--- src/rtl/minesweeper_game_ctrl.sv ---
// Game-play controller for a ROWSxCOLS minesweeper board: cursor, flag and step maps,
// zero-cell flood reveal and win/loss detection.
module minesweeper_game_ctrl #(
   parameter int ROWS      = 8,
   parameter int COLS      = 8,
   parameter int START_POS = 0
) (
   input  logic                   clk,
   input  logic                   reset,
   input  logic                   new_game,
   input  logic                   move_up,
   input  logic                   move_down,
   input  logic                   move_left,
   input  logic                   move_right,
   input  logic                   flag,
   input  logic                   step,
   input  logic [ROWS*COLS-1:0]   mineMap,
   output logic [ROWS*COLS-1:0]   posMap,
   output logic [ROWS*COLS-1:0]   flagMap,
   output logic [ROWS*COLS-1:0]   stepMap,
   output logic [3:0]             adj_count,
   output logic                   busy,
   output logic                   map_update,
   output logic                   game_lost,
   output logic                   game_won
);
   localparam int N  = ROWS * COLS;
   localparam int IW = $clog2(N);
   localparam int RW = $clog2(ROWS);
   localparam int CW = $clog2(COLS);
   localparam logic [RW-1:0] START_ROW = RW'(START_POS / COLS);
   localparam logic [CW-1:0] START_COL = CW'(START_POS % COLS);

   typedef enum logic [2:0] {S_PLAY, S_REVEAL, S_CHECK, S_LOST, S_WON} state_t;

   state_t          state_q, state_d;
   logic [RW-1:0]   row_q, row_d;
   logic [CW-1:0]   col_q, col_d;
   logic [N-1:0]    flag_q, flag_d;
   logic [N-1:0]    step_q, step_d;
   logic [IW-1:0]   idx_q, idx_d;
   logic            any_q, any_d;
   logic [3:0]      adj_q;
   logic            upd_q;

   logic [IW-1:0]   cur_idx;
   logic [N-1:0]    zero_map;
   logic [N-1:0]    nb_zero;
   logic [3:0]      cell_cnt [N];
   logic            reveal_hit;

   // Edge-clipped 8-neighbour mask of cell (r, c); only evaluated with constant arguments.
   function automatic logic [N-1:0] nb_mask(input int r, input int c);
      logic [N-1:0] m;
      m = '0;
      for (int dr = -1; dr <= 1; dr++) begin
         for (int dc = -1; dc <= 1; dc++) begin
            if ((dr != 0 || dc != 0) && (r + dr >= 0) && (r + dr < ROWS) &&
                (c + dc >= 0) && (c + dc < COLS))
               m[(r + dr) * COLS + (c + dc)] = 1'b1;
         end
      end
      return m;
   endfunction

   genvar gi;
   generate
      for (gi = 0; gi < N; gi++) begin : g_cell
         localparam logic [N-1:0] NB = nb_mask(gi / COLS, gi % COLS);
         assign cell_cnt[gi] = 4'($countones(NB & mineMap));
         assign zero_map[gi] = ~|(NB & mineMap);
         assign nb_zero[gi]  = |(NB & step_q & zero_map);
      end
   endgenerate

   assign cur_idx    = IW'(row_q) * IW'(COLS) + IW'(col_q);
   assign reveal_hit = nb_zero[idx_q] & ~step_q[idx_q] & ~flag_q[idx_q] & ~mineMap[idx_q];

   always_comb begin
      state_d = state_q;
      row_d   = row_q;
      col_d   = col_q;
      flag_d  = flag_q;
      step_d  = step_q;
      idx_d   = idx_q;
      any_d   = any_q;
      if (new_game) begin
         state_d = S_PLAY;
         row_d   = START_ROW;
         col_d   = START_COL;
         flag_d  = '0;
         step_d  = '0;
         idx_d   = '0;
         any_d   = 1'b0;
      end else begin
         unique case (state_q)
            S_PLAY: begin
               // Only the highest-priority command acts; the rest are dropped.
               if (step) begin
                  if (!flag_q[cur_idx] && !step_q[cur_idx]) begin
                     step_d[cur_idx] = 1'b1;
                     idx_d           = '0;
                     any_d           = 1'b0;
                     if (mineMap[cur_idx])       state_d = S_LOST;
                     else if (zero_map[cur_idx]) state_d = S_REVEAL;
                     else                        state_d = S_CHECK;
                  end
               end else if (flag) begin
                  if (!step_q[cur_idx]) flag_d[cur_idx] = ~flag_q[cur_idx];
               end else if (move_up) begin
                  if (row_q != '0) row_d = row_q - 1'b1;
               end else if (move_down) begin
                  if (row_q != RW'(ROWS - 1)) row_d = row_q + 1'b1;
               end else if (move_left) begin
                  if (col_q != '0) col_d = col_q - 1'b1;
               end else if (move_right) begin
                  if (col_q != CW'(COLS - 1)) col_d = col_q + 1'b1;
               end
            end
            S_REVEAL: begin
               if (reveal_hit) step_d[idx_q] = 1'b1;
               if (idx_q == IW'(N - 1)) begin
                  idx_d = '0;
                  any_d = 1'b0;
                  if (!(any_q || reveal_hit)) state_d = S_CHECK;
               end else begin
                  idx_d = idx_q + 1'b1;
                  any_d = any_q | reveal_hit;
               end
            end
            S_CHECK: state_d = (&(step_q | mineMap)) ? S_WON : S_PLAY;
            default: ;
         endcase
      end
   end

   always_ff @(posedge clk or posedge reset) begin
      if (reset) begin
         state_q <= S_PLAY;
         row_q   <= START_ROW;
         col_q   <= START_COL;
         flag_q  <= '0;
         step_q  <= '0;
         idx_q   <= '0;
         any_q   <= 1'b0;
         adj_q   <= '0;
         upd_q   <= 1'b0;
      end else begin
         state_q <= state_d;
         row_q   <= row_d;
         col_q   <= col_d;
         flag_q  <= flag_d;
         step_q  <= step_d;
         idx_q   <= idx_d;
         any_q   <= any_d;
         adj_q   <= cell_cnt[cur_idx];
         upd_q   <= (row_d != row_q) || (col_d != col_q) ||
                    (flag_d != flag_q) || (step_d != step_q);
      end
   end

   assign posMap     = {{(N-1){1'b0}}, 1'b1} << cur_idx;
   assign flagMap    = flag_q;
   assign stepMap    = step_q;
   assign adj_count  = adj_q;
   assign busy       = (state_q == S_REVEAL) || (state_q == S_CHECK);
   assign map_update = upd_q;
   assign game_lost  = (state_q == S_LOST);
   assign game_won   = (state_q == S_WON);
endmodule

--- config.mk ---
export PLATFORM = sky130hd
export DESIGN_NAME = minesweeper_game_ctrl
export DESIGN_NICKNAME = d
export VERILOG_FILES = /design/src/rtl/minesweeper_game_ctrl.sv
export SDC_FILE = /design/constraint.sdc
export NUM_CORES = 2
export LEC_CHECK = 0
export ABC_AREA = 1
export CAP_MARGIN = 0
export CELL_PAD_IN_SITES_DETAIL_PLACEMENT = 0
export CELL_PAD_IN_SITES_GLOBAL_PLACEMENT = 1
export CORE_ASPECT_RATIO = 1.5
export CORE_MARGIN = 2
export CORE_UTILIZATION = 35
export DETAILED_ROUTE_END_ITERATION = 12
export PLACE_DENSITY_LB_ADDON = 0.1
export SLEW_MARGIN = 20
export SYNTH_ARGS = -nofsm -noshare
export SYNTH_HDL_FRONTEND = slang
export SYNTH_SLANG_ARGS = --single-unit
--- constraint.sdc ---
create_clock -name clk -period 6 [get_ports clk]
set_clock_uncertainty 0.1 [all_clocks]
set_input_delay 1.2 -clock clk [delete_from_list [all_inputs] [get_ports clk]]
set_output_delay 1.2 -clock clk [all_outputs]
set_load 0.03 [all_outputs]
==> flow_metrics.py <==
metrics = {
    "power_and_ir_drop": {
        "finalPower_mw": 10.4,
        "p_seq_frac": 0.147,
        "combPwrFrac": 0.734,
        "leakage_nw": 19.3,
        "p_sw_mw": 6.44,
        "p_clk_frac": 0.118,
        "switching_share": 0.617,
        "ir_worst_vdd_mv": 0.280,
        "p_int_mw": 3.99,
        "cellPowerDensity_nw_per_um2": 277,
    },
    "worst_setup_path": {
        "crit_slowest_cell": "clkdlybuf4s50_1",
        "critPathLaunchType": "input pin",
        "r2r_slack_ns": 0.72,
        "r2r-end": "map_update$_DFF_PP0_",
        "slowest_delay_ns": 0.67,
        "path_common_cell": "nand2_1",
        "cp-end-kind": "flip-flop",
        "path_buf_inv": 4,
        "worstSetupPathType": "in -> reg",
        "rr_startpoint": "col_q[1]$_DFF_PP0_",
        "cp.required_ns": 6.32,
        "critPathMaxFanout": 50,
        "arrival_ns": 5.78,
        "critPathLaunch": "mineMap[31]",
        "reg2regPathDepth": 24,
        "critical_path.top_delay_family": "simple AND/OR/NAND/NOR gates",
    },
    "global_routing": {
        "antenna_found_initial": 12,
        "grt_pass1_vias": 39353,
        "grt_overflow_total": 0,
        "grtUsageTotal": 0.444,
        "grt_max_degree": 121,
        "grt_first_pass_wirelength_um": 292000,
    },
    "placed_design": {
        "post_dp_cell_area_um2": 37000,
        "hpwl_um": 163000,
        "port_buffers": 272,
        "place.gp.congestion": 1.03,
        "pre_cts_ws_ns": 0.234,
    },
    "yosys": {
        "synth_area_um2": 31800,
        "yosys.area.top_type": "nand2_1",
        "yosys_warnings": 0,
        "avgSynthCellArea_um2": 6.03,
        "syn_nets": 5890,
        "ys_seq_elements": 149,
        "netlist.area_leader.share": 0.201,
        "synth_cell_type_count": 51,
        "synth.area.top_cells": "nand2_1 (20%), ha_1 (14%), dfrtp_1 (12%)",
        "ys_top_cells_by_count": "nand2_1 (1,705), inv_1 (687), nor2_1 (678)",
        "synth-edff-count": 0,
        "ys_seq_area_frac": 0.117,
        "synth_cells": 5279,
        "synth.most_common_cell": "nand2_1",
        "synthArstFlopShare": 1.00,
        "ys.flop_type": "dfrtp_1",
    },
    "timing": {
        "period_share": 0.910,
        "worst_slew_pin_slew_ns": 1.17,
        "max_freq_mhz": 183,
        "min_period_ns": 5.46,
        "finalHoldWorstSlack_ns": 0.474,
        "drv_slew": 0,
        "fin_ws_ns": 0.539,
        "relSlewSlack": 0.210,
        "rsz0062_at_grt": "false",
        "setup_viol": 0,
        "setup_tns_ns": 0,
        "hold_viol_final": 0,
    },
    "route": {
        "dr.pass1.iters": 8,
        "wl_um": 211000,
        "vias": 39879,
        "wl_per_cell_um": 31.2,
        "post-route-drc-count": 0,
        "via_per_inst": 5.90,
        "drt-initial-drc-count": 4294,
        "detail-route-antenna-nets": 0,
        "wl_met1_um": 70400,
        "top_layer": "met5",
        "dr_wl_met2_um": 96400,
        "route.met3.wl_um": 17900,
    },
    "clock_tree": {
        "cts.path.max_buffers": 2,
        "htreeDepth": 4,
        "hold_buffers": 0,
        "cts_setup_buffers": 0,
        "clock-sinks": 149,
        "cts_resized": 0,
        "cts.clk_slew.worst_paths_ns": 0.08,
        "tritoncts": "built",
        "clk-insertion-delay-late_ns": 0.53,
        "cts_root_buffer": "clkbuf_16",
        "cts_buffers": 17,
    },
    "floorplanning": {
        "core_area_um2": 90200,
        "die_h_um": 373,
        "die_area_um2": 93400,
        "num_rows": 135,
        "start_util": 0.353,
        "die-width_um": 250,
        "io_pins": 273,
    },
    "hold_path": {
        "holdCritPathClass": "reg -> reg",
        "hold-path-endpoint": "flagMap[58]$_DFF_PP0_",
        "hold_start": "flagMap[58]$_DFF_PP0_",
        "whs_path_depth": 2,
    },
    "layout": {
        "area_delta_synth_final_pct": 18.3,
        "nets": 6188,
        "fillerInstances": 10165,
        "fin_area_um2": 37600,
        "drive_gt1_frac": 0.0580,
    },
    "status": {
        "status": "finished clean",
    },
    "job": {
        "cap_violations": 0,
    },
}
## power by group through the flow
stage / combinational (mW) / sequential (mW) / clock, mW
6_report: 7.66 / 1.54 / 1.23
3_5_place_dp: 7.38 / 1.52 / 0
3_3_place_gp: 7.38 / 1.53 / 0
5_1_grt: 8.17 / 1.53 / 1.27
2_1_floorplan: 4.13 / 1.59 / 0
4_1_cts: 7.41 / 1.51 / 1.24
## worst reg2reg max path: stages, from the launching register on
cell and delay (ns):
dfrtp_2 0.61, buf_4 0.35, nor2_1 0.90, inv_1 0.25
nor2_4 0.33, inv_1 0.28, nor2_1 0.48, inv_1 0.08
nor3_1 0.56, nand2_1 0.10, nand2_1 0.10, nand2_1 0.06
nand2_1 0.06, nor2_1 0.04, nand2_1 0.14, nor2_1 0.07
nand2_1 0.06, nor2_1 0.04, nand3_1 0.23, nor2_1 0.10
nand2_1 0.09, nor2_1 0.05, nand2_1 0.05, nor2_1 0.04
nand3_1 0.05
## through the flow
stage                     utilization  std cells
after detailed placement        0.410       6722
after global placement          0.410       6722
after CTS                       0.417       6753
final                           0.417       6762
after global routing            0.417       6757
after floorplan                     -       5279
## cell usage in the layout, fill, tap and decap left out, drive strengths merged, types with 2 or more instances in the layout
master         netlist  final
nand3b               6      6
a31oi               21     21
o41ai               12     12
nand2             1711   1711
o22ai               89     89
a221oi              29     29
a2111oi              4      4
fa                 177    177
inv                702    704
a211oi              23     23
o2111ai             12     12
xor2                32     32
nand4              156    156
a21oi              186    186
o211ai               2      2
a22o                10     10
or2                  2      2
o221ai               5      5
a21o                 3      3
clkinv               4     10
or4                  4      4
o2bb2ai              2      2
and3                 2      2
clkbuf             120     19
clkdlybuf4s50        0    272
nand3              251    251
bufinv               0      3
o21ai              238    238
a22oi               19     19
buf                116    243
ha                 361    361
dfrtp              149    149
xnor2               27     27
nor2               687    687
diode                0      9
nor3                92     92
o31ai                7      7
nor4                 9      9
and2                 3      3
## flip-flops by register name, summed over array words and instances, names as in the netlist
signal	count
idx_q	6
adj_count	4
col_q	3
any_q	1
state_q	3
map_update	1
row_q	3
flagMap	64
stepMap	64
## cells by family after synthesis
kind of cell / share of synthesized area
and+or+nand+nor: 0.375
buffers and inverters: 0.115
AOI/OAI and AO/OA: 0.123
adders and majority gates: 0.253
DFF: 0.117
xor gates and xnor gates: 0.0162
## per-layer routing
metal  track usage  vias to the layer above
met2         0.719                     2467
li1              -                    17509
met3        0.0981                     1001
met1         0.464                    18890
met5             0                        -
met4         0.457                       12
## layout make-up
cell class,instances,area (um^2),share of cell area
flip-flops and latches,149,3740,0.0993
clock buffers,19,443,0.0118
well taps,1164,1460,0.0387
repair buffers,515,4700,0.125
inverters,706,2660,0.0707
clock inverters,12,153,0.00406
diodes,9,22.5,0.000598
multi-input cells,4188,24500,0.650
## worst max path at each step
stage / endpoint / slack, ns / depth (start not counted)
2_1_floorplan: adj_count[0]$_DFF_PP0_ / 0.69 / 1
3_3_place_gp: map_update$_DFF_PP0_ / 0.13 / 30
3_5_place_dp: map_update$_DFF_PP0_ / 0.23 / 29
4_1_cts: map_update$_DFF_PP0_ / 0.77 / 29
5_1_grt: map_update$_DFF_PP0_ / 0.27 / 28
6_report: map_update$_DFF_PP0_ / 0.54 / 30
(Power assumes the default switching activity.)
